[config.mk]
export PLATFORM = sky130hd
export DESIGN_NAME = lsr_cmd_scheduler_flat
export DESIGN_NICKNAME = d
export VERILOG_FILES = /design/src/rtl/lsr_cmd_scheduler_if.sv /design/src/rtl/lsr_cmd_scheduler.sv /design/src/flat_wrapper.sv
export SDC_FILE = /design/constraint.sdc
export NUM_CORES = 1
export LEC_CHECK = 0
export BUFFER_PORTS_ARGS = -buffer_cell sky130_fd_sc_hd__buf_4
export CAP_MARGIN = 20
export CORE_AREA = 2 2 205 207
export CTS_BUF_LIST = sky130_fd_sc_hd__clkbuf_4
export CTS_CLUSTER_SIZE = 8
export DETAILED_ROUTE_END_ITERATION = 16
export DIE_AREA = 0 0 207 209
export PLACE_DENSITY = 0.59
export SLEW_MARGIN = 10
export SYNTH_ARGS = -nofsm -noshare
export SYNTH_HDL_FRONTEND = slang
export SYNTH_SLANG_ARGS = --single-unit
[constraint.sdc]
create_clock -name sys_clk -period 4.1 [get_ports sys_clk]
set_input_delay 0.82 -clock sys_clk [delete_from_list [all_inputs] [get_ports sys_clk]]
set_output_delay 0.82 -clock sys_clk [all_outputs]
set_load 0.01 [all_outputs]
[src/rtl/lsr_cmd_scheduler_if.sv]
// Request/response bus between the LSR requesters (host, auto-dim engine)
// and the command scheduler.
interface lsr_cmd_scheduler_if;
   logic [1:0]  req_valid;
   logic [1:0]  req_ready;
   logic [3:0]  req_cmd0;
   logic [3:0]  req_cmd1;
   logic [7:0]  req_op0;
   logic [7:0]  req_op1;
   logic [95:0] req_data0;
   logic [95:0] req_data1;
   logic        rsp_valid;
   logic        rsp_ready;
   logic [95:0] rsp_data;
   logic        rsp_src;

   modport slave (
      input  req_valid, req_cmd0, req_cmd1, req_op0, req_op1, req_data0, req_data1,
      output req_ready,
      output rsp_valid, rsp_data, rsp_src,
      input  rsp_ready
   );

   modport master (
      output req_valid, req_cmd0, req_cmd1, req_op0, req_op1, req_data0, req_data1,
      input  req_ready,
      input  rsp_valid, rsp_data, rsp_src,
      output rsp_ready
   );
endinterface

[src/rtl/lsr_cmd_scheduler.sv]
// Two-requester command scheduler for the LSR PWM datapath, one request in flight.
// Define LSR_SCHED_FIXED_PRIO_EN for fixed host priority instead of round-robin.
module lsr_cmd_scheduler (
   input  logic               sys_clk,
   input  logic               sys_resetb,
   lsr_cmd_scheduler_if.slave bus,
   output logic [3:0]         CMD,
   output logic [7:0]         Operand_ID,
   output logic [95:0]        DATA_i,
   output logic               init,
   output logic               CTS,
   input  logic [95:0]        DATA_o,
   output logic               busy
);

   localparam logic [3:0] CMD_LINEAR  = 4'b1001;
   localparam logic [3:0] CMD_SAVE    = 4'b1100;
   localparam logic [3:0] CMD_RESTORE = 4'b1101;

   typedef enum logic [2:0] {
      S_IDLE, S_LOAD, S_WAIT, S_SAVE, S_CAPT, S_RESP
   } state_t;

   state_t      state_q, state_d;
   logic [4:0]  cnt_q, cnt_d;
   logic        src_q, src_d;
   logic [3:0]  cmd_q, cmd_d;
   logic [7:0]  op_q, op_d;
   logic [95:0] data_q, data_d;
   logic        init_q, init_d;
   logic        cts_q, cts_d;
   logic        rsp_valid_q, rsp_valid_d;
   logic [95:0] rsp_data_q, rsp_data_d;
   logic        busy_q, busy_d;
`ifndef LSR_SCHED_FIXED_PRIO_EN
   logic        prio_q, prio_d;
`endif

   logic [1:0]  grant;
   logic        sel_src;
   logic [3:0]  sel_cmd;

   // Arbitration: only meaningful while IDLE; req_ready gates it to that state
   always_comb begin
      grant = 2'b00;
`ifdef LSR_SCHED_FIXED_PRIO_EN
      if (bus.req_valid[0])      grant = 2'b01;
      else if (bus.req_valid[1]) grant = 2'b10;
`else
      case (bus.req_valid)
         2'b01:   grant = 2'b01;
         2'b10:   grant = 2'b10;
         2'b11:   grant = prio_q ? 2'b10 : 2'b01;
         default: grant = 2'b00;
      endcase
`endif
   end

   assign sel_src = grant[1];
   assign sel_cmd = sel_src ? bus.req_cmd1 : bus.req_cmd0;

   always_comb begin
      state_d     = state_q;
      cnt_d       = cnt_q;
      src_d       = src_q;
      cmd_d       = cmd_q;
      op_d        = op_q;
      data_d      = data_q;
      init_d      = 1'b0;
      cts_d       = 1'b0;
      rsp_valid_d = rsp_valid_q;
      rsp_data_d  = rsp_data_q;
`ifndef LSR_SCHED_FIXED_PRIO_EN
      prio_d      = prio_q;
`endif
      case (state_q)
         S_IDLE: begin
            if (|bus.req_valid) begin
               state_d = S_LOAD;
               src_d   = sel_src;
               cmd_d   = sel_cmd;
               op_d    = sel_src ? bus.req_op1   : bus.req_op0;
               data_d  = sel_src ? bus.req_data1 : bus.req_data0;
               init_d  = (sel_cmd == CMD_LINEAR) || (sel_cmd == CMD_RESTORE);
`ifndef LSR_SCHED_FIXED_PRIO_EN
               prio_d  = ~sel_src;
`endif
            end
         end
         S_LOAD: begin
            cnt_d = 5'd0;
            if ((cmd_q == CMD_LINEAR) || (cmd_q == CMD_RESTORE)) begin
               state_d = S_WAIT;
            end else if (cmd_q == CMD_SAVE) begin
               state_d = S_SAVE;
               cts_d   = 1'b1;
            end else begin
               state_d = S_CAPT;
            end
         end
         S_WAIT: begin
            cnt_d = cnt_q + 5'd1;
            if (cnt_q == 5'd15) state_d = S_CAPT;
         end
         S_SAVE: state_d = S_CAPT;
         S_CAPT: begin
            // Datapath drive returns to zero once the result is captured
            rsp_data_d  = DATA_o;
            rsp_valid_d = 1'b1;
            cmd_d       = 4'd0;
            op_d        = 8'd0;
            data_d      = 96'd0;
            state_d     = S_RESP;
         end
         S_RESP: begin
            if (bus.rsp_ready) begin
               rsp_valid_d = 1'b0;
               state_d     = S_IDLE;
            end
         end
         default: state_d = S_IDLE;
      endcase
      busy_d = (state_d != S_IDLE);
   end

   always_ff @(posedge sys_clk or negedge sys_resetb) begin
      if (!sys_resetb) begin
         state_q     <= S_IDLE;
         cnt_q       <= 5'd0;
         src_q       <= 1'b0;
         cmd_q       <= 4'd0;
         op_q        <= 8'd0;
         data_q      <= 96'd0;
         init_q      <= 1'b0;
         cts_q       <= 1'b0;
         rsp_valid_q <= 1'b0;
         rsp_data_q  <= 96'd0;
         busy_q      <= 1'b0;
`ifndef LSR_SCHED_FIXED_PRIO_EN
         prio_q      <= 1'b0;
`endif
      end else begin
         state_q     <= state_d;
         cnt_q       <= cnt_d;
         src_q       <= src_d;
         cmd_q       <= cmd_d;
         op_q        <= op_d;
         data_q      <= data_d;
         init_q      <= init_d;
         cts_q       <= cts_d;
         rsp_valid_q <= rsp_valid_d;
         rsp_data_q  <= rsp_data_d;
         busy_q      <= busy_d;
`ifndef LSR_SCHED_FIXED_PRIO_EN
         prio_q      <= prio_d;
`endif
      end
   end

   // Grant acknowledge is combinational so a strobe is accepted in the cycle it is seen
   assign bus.req_ready = ((state_q == S_IDLE) && sys_resetb) ? grant : 2'b00;
   assign bus.rsp_valid = rsp_valid_q;
   assign bus.rsp_data  = rsp_data_q;
   assign bus.rsp_src   = src_q;
   assign CMD           = cmd_q;
   assign Operand_ID    = op_q;
   assign DATA_i        = data_q;
   assign init          = init_q;
   assign CTS           = cts_q;
   assign busy          = busy_q;

endmodule

[src/flat_wrapper.sv]
// flat-port wrapper written by rule: the top's interface ports become plain ports
module lsr_cmd_scheduler_flat 
  (sys_clk, sys_resetb, CMD, Operand_ID, DATA_i, init, CTS, DATA_o, busy, bus_req_valid, bus_req_cmd0, bus_req_cmd1, bus_req_op0, bus_req_op1, bus_req_data0, bus_req_data1, bus_req_ready, bus_rsp_valid, bus_rsp_data, bus_rsp_src, bus_rsp_ready);
  lsr_cmd_scheduler_if bus_i ();
  input  logic sys_clk;
  input  logic sys_resetb;
  output logic [3:0] CMD;
  output logic [7:0] Operand_ID;
  output logic [95:0] DATA_i;
  output logic init;
  output logic CTS;
  input  logic [95:0] DATA_o;
  output logic busy;
  input wire logic [$bits(bus_i.req_valid)-1:0] bus_req_valid;
  input wire logic [$bits(bus_i.req_cmd0)-1:0] bus_req_cmd0;
  input wire logic [$bits(bus_i.req_cmd1)-1:0] bus_req_cmd1;
  input wire logic [$bits(bus_i.req_op0)-1:0] bus_req_op0;
  input wire logic [$bits(bus_i.req_op1)-1:0] bus_req_op1;
  input wire logic [$bits(bus_i.req_data0)-1:0] bus_req_data0;
  input wire logic [$bits(bus_i.req_data1)-1:0] bus_req_data1;
  output wire logic [$bits(bus_i.req_ready)-1:0] bus_req_ready;
  output wire logic [$bits(bus_i.rsp_valid)-1:0] bus_rsp_valid;
  output wire logic [$bits(bus_i.rsp_data)-1:0] bus_rsp_data;
  output wire logic [$bits(bus_i.rsp_src)-1:0] bus_rsp_src;
  input wire logic [$bits(bus_i.rsp_ready)-1:0] bus_rsp_ready;
  assign bus_i.req_valid = bus_req_valid;
  assign bus_i.req_cmd0 = bus_req_cmd0;
  assign bus_i.req_cmd1 = bus_req_cmd1;
  assign bus_i.req_op0 = bus_req_op0;
  assign bus_i.req_op1 = bus_req_op1;
  assign bus_i.req_data0 = bus_req_data0;
  assign bus_i.req_data1 = bus_req_data1;
  assign bus_req_ready = bus_i.req_ready;
  assign bus_rsp_valid = bus_i.rsp_valid;
  assign bus_rsp_data = bus_i.rsp_data;
  assign bus_rsp_src = bus_i.rsp_src;
  assign bus_i.rsp_ready = bus_rsp_ready;
  lsr_cmd_scheduler u_core (.sys_clk(sys_clk), .sys_resetb(sys_resetb), .bus(bus_i), .CMD(CMD), .Operand_ID(Operand_ID), .DATA_i(DATA_i), .init(init), .CTS(CTS), .DATA_o(DATA_o), .busy(busy));
endmodule
# Word-level counts from Yosys, hierarchy flattened
# Cells that the tools add are included.
# word_totals
regBits	218
inputBits	317
output_inout_bits	211
word_cells	68
# classes
add_sub_neg	1
eq_ne	16
mux	26
bitwise	1
n_reduce_logical	12
# op_table
op	n
two-way mux 96 bit	2
case mux 96 bit (2 select lines)	1
equality test 4 bit, second input constant	5
case mux 3 bit (6 select lines)	1
two-way mux 8 bit	2
case mux 8 bit (2 select lines)	1
two-way mux 3 bit	5
case mux 5 bit (2 select lines)	1
two-way mux 4 bit	2
case mux 4 bit (2 select lines)	1
equality test 3 x 2 -> 1 bit, second input constant	2
equality test 3 bit, second input constant	2
two-way mux 1 bit	6
case mux 2 bit (3 select lines)	1
AND reduction 2 bit	3
nonzero test 2 bit	3
adder 5 x 1 -> 5 bit, second input constant	1
equality test 5 x 4 -> 1 bit, second input constant	1
equality test 2 bit, second input constant	2
two-way mux 2 bit	2
equality test 3 x 1 -> 1 bit, second input constant	1
zero test 3 bit	1
nonzero test 3 bit	1
equality test 2 x 1 -> 1 bit, second input constant	1
7 further kinds	8

# Longest topological paths before layout
# Gate-level depths: netlist of the first run.
# depth
word_depth	7
mapped_depth	7
ltp_nobuf	6

# Worst setup path after synthesis of the first run
# OpenSTA, ideal clock, no wires.
# synth_path
path_kind	input -> output
from	in bus_req_valid[0]
to	out bus_req_ready[0]
t_arrival_ps	1625
setup_slack_ps	1655
path_stages	5
path_buffers	3
cell_sequence	a21boi_1 -> buf_2 -> buf_6 -> buf_6 -> and3_1
# synth_between
elab_chain_cells	3
# synth_lines
element	line_no	text
start: declaration	flat_wrapper.sv:14	input wire logic [$bits(bus_i.req_valid)-1:0] bus_req_valid;
equality test 2 bit / equality test 2 x 1 -> 1 bit (equally long branches)	lsr_cmd_scheduler.sv:50	case (bus.req_valid)
case mux 2 bit (3 select lines) *	lsr_cmd_scheduler.sv:50	
two-way mux 2 bit *	lsr_cmd_scheduler.sv:161	assign bus.req_ready = ((state_q == S_IDLE) && sys_resetb) ? grant : 2'b00;
end: declaration	flat_wrapper.sv:21	output wire logic [$bits(bus_i.req_ready)-1:0] bus_req_ready;
# Mark *: on every way between the ends. The rest lies on a longest branch, timed or not.

# Worst setup path after layout of the first run
# layout_path
from	reg u_core.state_q[0]
to	out bus_req_ready[1]
# layout_between
elab_chain_cells	3
# layout_lines
element	line_no	text
start: declaration	lsr_cmd_scheduler.sv:24	state_t state_q, state_d;
start signal: assignment	lsr_cmd_scheduler.sv:143	state_q <= state_d;
zero test 3 bit	lsr_cmd_scheduler.sv:161	
logical AND 1 bit	lsr_cmd_scheduler.sv:161	
two-way mux 2 bit	lsr_cmd_scheduler.sv:161	
# Every way passes these cells.

==> metrics, run 1 <==
type of the worst min-delay path=in -> reg; last weighted congestion value of the routability-driven placer=0.7687; Remaining DRCs=0; share of total power in combinational logic=43.7%; CTS sink count=218; part of the cycle the worst path needs=74.36%; transition time of the tightest slew-check pin=0.9610 ns; CP Launch Type=flip-flop; Clk network pwr share=20.3%; num rows=75; static leakage power=7.234 nW; buffers from clock root to sink, at most=3; overall global routing resource usage=14.11%; clk_skew=0.01990 ns; Vert. Die Dim=209 um; first-pass GRT wire length=48510 um; detail-routed via count per cell=4.273; largest net degree at the start of global routing=133; P_int=6.391 mW; worst reg2reg endpoint=u_core.bus.rsp_data[65]$_DFFE_PN0N_; setup slack, reg-to-reg=1.71 ns; clock tree root buffer cell=sky130_fd_sc_hd__clkbuf_4; Clock Latency Late Sink=0.74 ns; origin of the critical flop-to-flop path=u_core.state_q[0]$_DFF_PN0_; cts-stage hold buffer count=1; startpoint of the worst hold path=DATA_o[35]; number of post-CTS setup repair buffers=0; critical setup path kind=reg -> out; synthesized area=9529 um^2; violation count after the first detailed-routing iteration=300; setup repair after global routing missed its margin=false; number of vias in the routed layout=8118; sequential fraction of design power=35.9%; final setup slack of the worst path=1.051 ns; number of cells on the worst reg-to-reg path=4; max-slew violation count=0; TritonCTS Buffers=61; count of nets left with antenna violations after detail routing=0; crit path time final=3.049 ns; final layout net count=1629; reported max-cap violation count=0; H-tree level count=2; share of total power consumed by net switching=35.88%; post-synthesis register bit count=218; worst-case headroom to the max-slew limit=35.69%; data required time at the worst endpoint=3.28 ns; starting utilization of the core area=23.08%; maximum VDD drop=0.0003149 V; pwr/cell area=674.7 nW/um^2; area enclosed by the die boundary=43260 um^2; status=finished clean; warnings from Yosys=0; switching power=3.576 mW; peak clock frequency supported by timing=328.0 MHz; hold worst-path end=u_core.bus.rsp_data[35]$_DFFE_PN0N_; grt ovf=0; number of gates resized after CTS=0; average cell area after synthesis=12.46 um^2; relative area change from synthesis to final layout=55.00%; floorplan die width=207 um; maximum fanout along the worst path=15; Syn Nets=1084; fraction of final layout cells with drive strength greater than 1=54.93%; Hold Vio Cnt, Final=0; setup TNS=0 ns; drt first pass iters=4; Total Power Consumption=9.966 mW; worst slack at placement=1.406 ns; overall routed net length=31300 um; crit path DAT=2.23 ns; worst hold slack=0.3018 ns; number of unique standard cell types used by synthesis=36; IO Port Bufs=527; share of synthesized area occupied by flip-flops and latches=57.25%; hold depth=2; setup violators final=0; floorplan core area=41290 um^2; kind of capture point of the worst setup path=output pin; TritonCTS clock tree=built; number of global-route vias before repair=8457; average wire length per cell after detail routing=16.47 um; cell count after synthesis=765; detailed placer's ending HPWL=23190 um; I/O pin cnt=528; Reg clk slew, reported paths=0.07 ns; initial antenna violation count=1
## power by group through the flow
stage	combinational, mW	sequential, mW	clock (mW)
final	4.36	3.58	2.03
after global placement	4.39	3.58	0
after detailed placement	4.45	3.62	0
after floorplan	2.00	3.90	0
after global routing	4.73	3.70	2.24
after CTS	4.45	3.59	2.12
## synth_stat cells
master	count	share of area, %
sky130_fd_sc_hd__dfrtp_1	218	57
sky130_fd_sc_hd__nand3_1	110	5.8
sky130_fd_sc_hd__mux2i_1	108	11
sky130_fd_sc_hd__mux2_2	95	11
sky130_fd_sc_hd__o21ai_1	66	3.5
sky130_fd_sc_hd__o21ai_0	48	2.5
sky130_fd_sc_hd__buf_2	24	1.3
sky130_fd_sc_hd__buf_6	18	2.1
sky130_fd_sc_hd__clkbuf_1	12	0.47
sky130_fd_sc_hd__nand2_1	11	0.43
sky130_fd_sc_hd__a21oi_1	7	0.37
sky130_fd_sc_hd__buf_4	7	0.55
sky130_fd_sc_hd__inv_1	7	0.28
sky130_fd_sc_hd__nor2_1	4	0.16
sky130_fd_sc_hd__and3_1	3	0.20
sky130_fd_sc_hd__a22o_1	2	0.18
sky130_fd_sc_hd__ha_1	2	0.26
sky130_fd_sc_hd__nor2b_1	2	0.13
sky130_fd_sc_hd__nor4b_1	2	0.18
sky130_fd_sc_hd__o221ai_1	2	0.18
sky130_fd_sc_hd__o22ai_1	2	0.13
sky130_fd_sc_hd__a21boi_1	1	0.079
sky130_fd_sc_hd__a21boi_2	1	0.12
sky130_fd_sc_hd__a22oi_2	1	0.13
sky130_fd_sc_hd__a2bb2oi_1	1	0.092
sky130_fd_sc_hd__mux2_1	1	0.12
sky130_fd_sc_hd__nand3_2	1	0.11
sky130_fd_sc_hd__nor3_1	1	0.052
sky130_fd_sc_hd__nor3_2	1	0.11
sky130_fd_sc_hd__nor3_4	1	0.17
sky130_fd_sc_hd__nor3b_1	1	0.079
sky130_fd_sc_hd__nor4_1	1	0.066
sky130_fd_sc_hd__o211ai_2	1	0.13
sky130_fd_sc_hd__o21a_1	1	0.079
sky130_fd_sc_hd__o21ai_2	1	0.092
sky130_fd_sc_hd__o31ai_1	1	0.079
## layer usage
layer	wire [um]	global-route usage [%]	part of all wire (%)	vias to the layer above
met5	0	0	0	-
met4	764	5.369	2.4	0
met3	2470	4.524	7.9	50
met2	15480	23.70	49	368
met1	12590	16.83	40	3807
li1	-	-	-	3893
## state kept, by name (all words and copies together), names as in the netlist
signal,flops
u_core.CTS,1
u_core.init,1
u_core.busy,1
u_core.prio_q,1
u_core.bus.rsp_src,1
u_core.state_q,3
u_core.bus.rsp_valid,1
u_core.cnt_q,5
u_core.CMD,4
u_core.DATA_i,96
u_core.Operand_ID,8
u_core.bus.rsp_data,96
## logic make-up (layout without fill, tap and decap cells)
kind of cell / after synthesis / after routing / share of synthesized area [%]
adders and majority gates: 2 / 2 / 0.2626
and+or+nand+nor: 138 / 138 / 7.458
AOI/OAI and AO/OA: 135 / 135 / 7.655
DFF: 218 / 218 / 57.25
buffers and inverters: 68 / 663 / 4.688
muxes: 204 / 204 / 22.69
other: 0 / 1 / 0
## layout by cell type (no fill, tap or decap), types with 2 or more instances in the layout
| master | count |
|---|---|
| sky130_fd_sc_hd__a21oi_1 | 7 |
| sky130_fd_sc_hd__a22o_1 | 2 |
| sky130_fd_sc_hd__and3_1 | 3 |
| sky130_fd_sc_hd__buf_12 | 6 |
| sky130_fd_sc_hd__buf_4 | 535 |
| sky130_fd_sc_hd__clkbuf_4 | 98 |
| sky130_fd_sc_hd__clkinv_1 | 11 |
| sky130_fd_sc_hd__dfrtp_1 | 218 |
| sky130_fd_sc_hd__ha_1 | 2 |
| sky130_fd_sc_hd__inv_1 | 7 |
| sky130_fd_sc_hd__inv_2 | 2 |
| sky130_fd_sc_hd__mux2_2 | 95 |
| sky130_fd_sc_hd__mux2i_1 | 108 |
| sky130_fd_sc_hd__nand2_1 | 11 |
| sky130_fd_sc_hd__nand3_1 | 110 |
| sky130_fd_sc_hd__nor2_1 | 4 |
| sky130_fd_sc_hd__nor2b_1 | 2 |
| sky130_fd_sc_hd__nor4b_1 | 2 |
| sky130_fd_sc_hd__o21ai_0 | 48 |
| sky130_fd_sc_hd__o21ai_1 | 66 |
| sky130_fd_sc_hd__o221ai_1 | 2 |
| sky130_fd_sc_hd__o22ai_1 | 2 |
## per-stage QoR
stage	cells	utilization, %	cell area (um^2)
after CTS	1899	35.77	14770
final	1900	35.77	14770
after global routing	1900	35.77	14770
after detailed placement	1785	33.81	13960
after global placement	1785	33.81	13960
after floorplan	765	-	9529
## layout make-up
| type | instances | area, um^2 |
|---|---|---|
| clock inverter | 15 | 61.31 |
| multi-input combinational | 479 | 3654 |
| clock buffer | 98 | 735.7 |
| tap | 539 | 674.4 |
| inverter | 7 | 26.28 |
| fill | 4164 | 26520 |
| antenna | 1 | 2.502 |
| sequential | 218 | 5455 |
| timing repair buffer | 543 | 4161 |
## how the worst max path moves through the flow
stage                                            from          endpoint  depth (start not counted)
after CTS                 u_core.state_q[0]$_DFF_PN0_  bus_req_ready[1]                          3
after detailed placement             bus_req_valid[1]  bus_req_ready[1]                          4
after global placement               bus_req_valid[1]  bus_req_ready[1]                          4
after floorplan                      bus_req_valid[0]  bus_req_ready[0]                          5
after global routing      u_core.state_q[0]$_DFF_PN0_  bus_req_ready[1]                          3
final                     u_core.state_q[0]$_DFF_PN0_  bus_req_ready[1]                          3
## critical path, stage by stage, from the launching register on
cell                      delay (ns)
sky130_fd_sc_hd__dfrtp_1        0.57
sky130_fd_sc_hd__nor3_4         0.49
sky130_fd_sc_hd__and3_1         0.28
sky130_fd_sc_hd__buf_4          0.14
No activity file was read; power rests on OpenSTA's default activity.
==> run 2: changes to the inputs <==
- clock period: 4.1 -> 3.2 ns (I/O delays scaled with it)
==> metrics, run 2 (synthesis results as in run 1) <==
area enclosed by the die boundary=43260 um^2 (unchanged); count of nets left with antenna violations after detail routing=0 (unchanged); Total Power Consumption=13.17 mW (+32%); floorplan die width=207 um (unchanged); CTS sink count=218 (unchanged); crit path time final=2.853 ns; largest net degree at the start of global routing=110 (-17%); final layout net count=1645 (+0.98%); data required time at the worst endpoint=2.56 ns (-0.72 ns); area of placed instances=14090 um^2 (+0.95%); TritonCTS clock tree=built; relative area change from synthesis to final layout=57.00%; clock tree root buffer cell=sky130_fd_sc_hd__clkbuf_4; overall routed net length=32080 um (+2.5%); critical setup path kind=reg -> out; CP Launch Type=flip-flop; first-pass GRT wire length=49830 um (+2.7%); static leakage power=7.335 nW (+1.4%); buffers from clock root to sink, at most=3 (unchanged); worst slack at placement=0.9640 ns (-0.4418 ns); reported max-cap violation count=0 (unchanged); peak clock frequency supported by timing=350.5 MHz; type of the worst min-delay path=in -> reg; clk_skew=0.06581 ns (+0.04591 ns); origin of the critical flop-to-flop path=u_core.state_q[0]$_DFF_PN0_; Worst setup startpoint=u_core.state_q[0]$_DFF_PN0_; maximum VDD drop=0.0003642 V (+16%); final setup slack of the worst path=0.3471 ns (-0.7040 ns); pwr/cell area=880.1 nW/um^2 (+30%); setup TNS=0 ns (unchanged); initial antenna violation count=2 (+1); crit path DAT=2.21 ns (-0.02 ns); detailed placer's ending HPWL=24000 um (+3.5%); Clock Latency Late Sink=0.72 ns (-0.02 ns); IO Port Bufs=527 (unchanged); maximum fanout along the worst path=15 (unchanged); last weighted congestion value of the routability-driven placer=0.7901 (+2.8%); H-tree level count=3 (+1); final cell utilization of the core=36.23% (+0.46 points); commonest cells after routing, fill and taps aside=sky130_fd_sc_hd__buf_4 (542), sky130_fd_sc_hd__dfrtp_1 (218), sky130_fd_sc_hd__nand3_1 (110), sky130_fd_sc_hd__mux2i_1 (108), sky130_fd_sc_hd__clkbuf_4 (96); fraction of final layout cells with drive strength greater than 1=55.34% (+0.41 points); setup repair after global routing missed its margin=false; average wire length per cell after detail routing=16.81 um (+2.0%); Top Metal Used=met4; Reg clk slew, reported paths=0.06 ns (about the same); floorplan core area=41290 um^2 (unchanged); Cell Count, Final, Fillers Out=1909 (+0.47%); transition time of the tightest slew-check pin=0.9571 ns (-0.003915 ns); I/O pin cnt=528 (unchanged); Hold Vio Cnt, Final=0 (unchanged); violation count after the first detailed-routing iteration=292 (-2.7%); WL met1=13010 um (+3.3%); setup violators final=0 (unchanged); Detail Route met2 WL=15890 um (+2.7%); leading cell type in the layout, fill and taps excluded=sky130_fd_sc_hd__buf_4; summed area of non-filler cells in the final layout=14960 um^2 (+1.3%); detail-routed via count per cell=4.302 (+0.69%); max-slew violation count=0 (unchanged); starting utilization of the core area=23.08% (unchanged); Vert. Die Dim=209 um (unchanged); status=finished clean; TritonCTS Buffers=66 (+8.2%); drt first pass iters=4 (unchanged); met3 layer wire length in the routed design=2489 um (+0.77%); worst-case headroom to the max-slew limit=36.19% (+0.50 points); part of the cycle the worst path needs=89.15%; worst hold slack=0.1472 ns (-0.1546 ns); kind of capture point of the worst setup path=output pin; num rows=75 (unchanged); number of gates resized after CTS=0 (unchanged); startpoint of the worst hold path=DATA_o[59]; overall global routing resource usage=14.70% (+0.59 points); number of global-route vias before repair=8541 (+0.99%); number of post-CTS setup repair buffers=0 (unchanged); number of vias in the routed layout=8213 (+1.2%); grt ovf=0 (unchanged); Remaining DRCs=0 (unchanged); total instance count after detailed placement=1796 (+0.62%)
-- run 2: changes by cell type in the layout (fill, tap and decap cells not counted), sizes merged --
cell,change
clkbuf,-2
bufinv,+3
clkinv,-3
buf,+11
clkinvlp,-1
diode,+1
-- run 2: critical path, stage by stage, from the launching register on --
cell                      delay [ns]
sky130_fd_sc_hd__dfrtp_1        0.55
sky130_fd_sc_hd__nor3_4         0.49
sky130_fd_sc_hd__and3_1         0.30
sky130_fd_sc_hd__buf_4          0.14
-- run 2: metal layers --
| layer | vias to the layer above | global-route usage, % |
|---|---|---|
| met5 | - | 0 |
| met4 | 0 | 5.271 |
| met3 | 53 | 5.155 |
| met2 | 368 | 24.44 |
| met1 | 3869 | 17.59 |
| li1 | 3923 | - |
-- run 2: cell type report --
type | count | area (um^2)
Multi-Input combinational cell | 479 | 3654
Inverter | 7 | 26.28
Fill cell | 4189 | 26330
Antenna cell | 2 | 5.005
Tap cell | 539 | 674.4
Timing Repair Buffer | 554 | 4294
Sequential cell | 218 | 5455
Clock inverter | 14 | 131.4
Clock buffer | 96 | 720.7
-- run 2: path summary, 6_finish.rpt --
kind                                                       end  slack, ns  cells past startpoint
max in group asynchronous        u_core.DATA_i[11]$_DFFE_PN0P_       1.45                      3
hold reg to reg                  u_core.DATA_i[12]$_DFFE_PN0P_       0.50                      2
min in group asynchronous  u_core.bus.rsp_data[85]$_DFFE_PN0N_       0.45                      2
setup reg to reg              u_core.Operand_ID[1]$_DFFE_PN0P_       1.02                      6
hold / removal             u_core.bus.rsp_data[59]$_DFFE_PN0N_       0.15                      2
setup / recovery                              bus_req_ready[1]       0.35                      3
-- run 2: where the power goes --
part	internal (mW)	leakage, nW	switching (mW)
clock	1.60	0.507	1.22
sequential	3.90	2.72	0.697
combinational	3.03	4.11	2.72
total	8.53	7.33	4.63
-- run 2: repair_timing --
item,in CTS,in global routing
endpoints found under the hold margin,36,0
setup endpoints to repair,0,0
hold buffers,1,0
==> run 3: changes to the inputs <==
- CELL_PAD_IN_SITES_DETAIL_PLACEMENT: not set -> 1
- CELL_PAD_IN_SITES_GLOBAL_PLACEMENT: not set -> 1
- CORE_AREA: 2 2 205 207 -> 2 2 203 205
- DIE_AREA: 0 0 207 209 -> 0 0 205 207
- PLACE_DENSITY: 0.59 -> 0.73
==> metrics, run 3 (synthesis results as in run 1) <==
Clk network pwr share=20.1% (-1.3 points); crit path time final=2.844 ns (-0.009046 ns); clock tree root buffer cell=sky130_fd_sc_hd__clkbuf_4; overall routed net length=33940 um (+5.8%); critical setup path kind=reg -> out; final cell utilization of the core=37.34% (+1.1 points); crit path DAT=2.20 ns (about the same); initial antenna violation count=1 (-1); number of gates resized after CTS=0 (unchanged); overall global routing resource usage=15.54% (+0.84 points); average wire length per cell after detail routing=17.70 um (+5.3%); clk_skew=0.05801 ns (-0.007806 ns); Worst setup startpoint=u_core.state_q[0]$_DFF_PN0_; transition time of the tightest slew-check pin=0.8060 ns (-0.1511 ns); starting utilization of the core area=23.61% (+0.53 points); buffers from clock root to sink, at most=3 (unchanged); worst hold slack=0.1221 ns (-0.02511 ns); pwr/cell area=856.7 nW/um^2 (-2.7%); static leakage power=7.364 nW (+0.40%); part of the cycle the worst path needs=88.87% (-0.28 points); fraction of final layout cells with drive strength greater than 1=53.76% (-1.6 points); first-pass GRT wire length=51760 um (+3.9%); floorplan core area=40370 um^2 (-2.2%); Vert. Die Dim=207 um (-0.96%); H-tree level count=2 (-1); leading cell type in the layout, fill and taps excluded=sky130_fd_sc_hd__buf_4; num rows=74 (-1.3%); IO Port Bufs=527 (unchanged); setup TNS=0 ns (unchanged); commonest cells after routing, fill and taps aside=sky130_fd_sc_hd__buf_4 (529), sky130_fd_sc_hd__dfrtp_1 (218), sky130_fd_sc_hd__nand3_1 (110), sky130_fd_sc_hd__mux2i_1 (108), sky130_fd_sc_hd__clkbuf_4 (98); CP Launch Type=flip-flop; last weighted congestion value of the routability-driven placer=0.7597 (-3.8%); P_int=8.244 mW (-3.4%); number of cells on the worst reg-to-reg path=6 (unchanged); sequential fraction of design power=35.5% (+0.6 points); Remaining DRCs=0 (unchanged); met3 layer wire length in the routed design=3059 um (+23%); violation count after the first detailed-routing iteration=239 (-18%); number of global-route vias before repair=9317 (+9.1%); Detail Route met2 WL=17140 um (+7.8%); Total Power Consumption=12.91 mW (-1.9%); maximum VDD drop=0.0002877 V (-21%); largest net degree at the start of global routing=132 (+20%); worst-case headroom to the max-slew limit=46.27% (+10 points); maximum fanout along the worst path=15 (unchanged); type of the worst min-delay path=in -> reg; status=finished clean; WL met1=12900 um (-0.85%); worst reg2reg endpoint=u_core.DATA_i[25]$_DFFE_PN0P_; reported max-cap violation count=0 (unchanged); share of total power in combinational logic=44.4% (+0.7 points); count of nets left with antenna violations after detail routing=0 (unchanged); TritonCTS Buffers=60 (-9.1%); Top Metal Used=met4; setup violators final=0 (unchanged); grt ovf=0 (unchanged); number of fill cells in the layout=4596 (+9.7%); I/O pin cnt=528 (unchanged); setup slack, reg-to-reg=0.89 ns (-0.13 ns); drt first pass iters=4 (unchanged); Reg clk slew, reported paths=0.07 ns (about the same); detailed placer's ending HPWL=24600 um (+2.5%); CTS sink count=218 (unchanged); switching power=4.670 mW (+0.79%); area of placed instances=13970 um^2 (-0.90%); critical path endpoint=bus_req_ready[1]; summed area of non-filler cells in the final layout=15070 um^2 (+0.76%); detail-routed via count per cell=4.369 (+1.5%); share of total power consumed by net switching=36.16% (+0.97 points); relative area change from synthesis to final layout=58.19%; max-slew violation count=0 (unchanged); origin of the critical flop-to-flop path=u_core.state_q[0]$_DFF_PN0_; data required time at the worst endpoint=2.56 ns (about the same); floorplan die width=205 um (-0.97%); Clock Latency Late Sink=0.75 ns (+0.03 ns); peak clock frequency supported by timing=351.6 MHz (+0.32%); number of vias in the routed layout=8375 (+2.0%); kind of capture point of the worst setup path=output pin; Hold Vio Cnt, Final=0 (unchanged); setup repair after global routing missed its margin=false; area enclosed by the die boundary=42440 um^2 (-1.9%); TritonCTS clock tree=built; final layout net count=1656 (+0.67%)
[run 3: metrics by stage]
stage	setup slack, ns	std cells
CTS	0.2865	1916
global route	0.2144	1917
floorplan	1.115	765
global placement	1.000	1775
finish	0.3562	1917
detailed placement	0.9113	1775
[run 3: per-layer routing]
metal / vias to the layer above / GRT usage (%)
met3: 58 / 5.113
met4: 0 / 6.227
li1: 3925 / -
met2: 352 / 27.32
met5: - / 0
met1: 4040 / 17.16
[run 3: worst max-delay path: stages, from the launching register on]
cell,delay [ns]
sky130_fd_sc_hd__dfrtp_1,0.58
sky130_fd_sc_hd__nor3_4,0.50
sky130_fd_sc_hd__and3_1,0.25
sky130_fd_sc_hd__buf_4,0.12
[run 3: final cells by class]
type / instances / area, um^2 / share of cell area [%]
inverter: 7 / 26.28 / 0.1743
multi-input combinational: 479 / 3654 / 24.24
tap: 532 / 665.6 / 4.416
timing repair buffer: 571 / 4487 / 29.76
clock inverter: 11 / 48.80 / 0.3237
sequential: 218 / 5455 / 36.19
antenna: 1 / 2.502 / 0.01660
clock buffer: 98 / 735.7 / 4.880
[run 3: worst min path at each step]
stage | to | cells after the start | slack, ns | from
floorplan | u_core.CMD[0]$_DFFE_PN0P_ | 0 | 0.34 | sys_resetb
finish | u_core.bus.rsp_data[73]$_DFFE_PN0N_ | 2 | 0.12 | DATA_o[73]
CTS | u_core.bus.rsp_data[60]$_DFFE_PN0N_ | 2 | 0.0003 | DATA_o[60]
detailed placement | u_core.bus.rsp_src$_DFFE_PN0P_ | 2 | 0.48 | u_core.bus.rsp_src$_DFFE_PN0P_
global placement | u_core.bus.rsp_src$_DFFE_PN0P_ | 2 | 0.47 | u_core.bus.rsp_src$_DFFE_PN0P_
global route | u_core.bus.rsp_data[35]$_DFFE_PN0N_ | 2 | 0.03 | DATA_o[35]
[run 3: power by group through the flow]
stage / combinational [mW] / sequential [mW] / clock, mW
finish: 5.74 / 4.58 / 2.60
global route: 6.22 / 4.73 / 2.87
CTS: 5.81 / 4.58 / 2.72
detailed placement: 5.77 / 4.61 / 0
global placement: 5.63 / 4.55 / 0
floorplan: 2.56 / 4.99 / 0
[run 3: repair_timing]
action	in CTS	in global routing
endpoints found under the setup margin	0	0
setup buffers	0	0
hold buffers	32	0
hold endpoints to repair	57	0
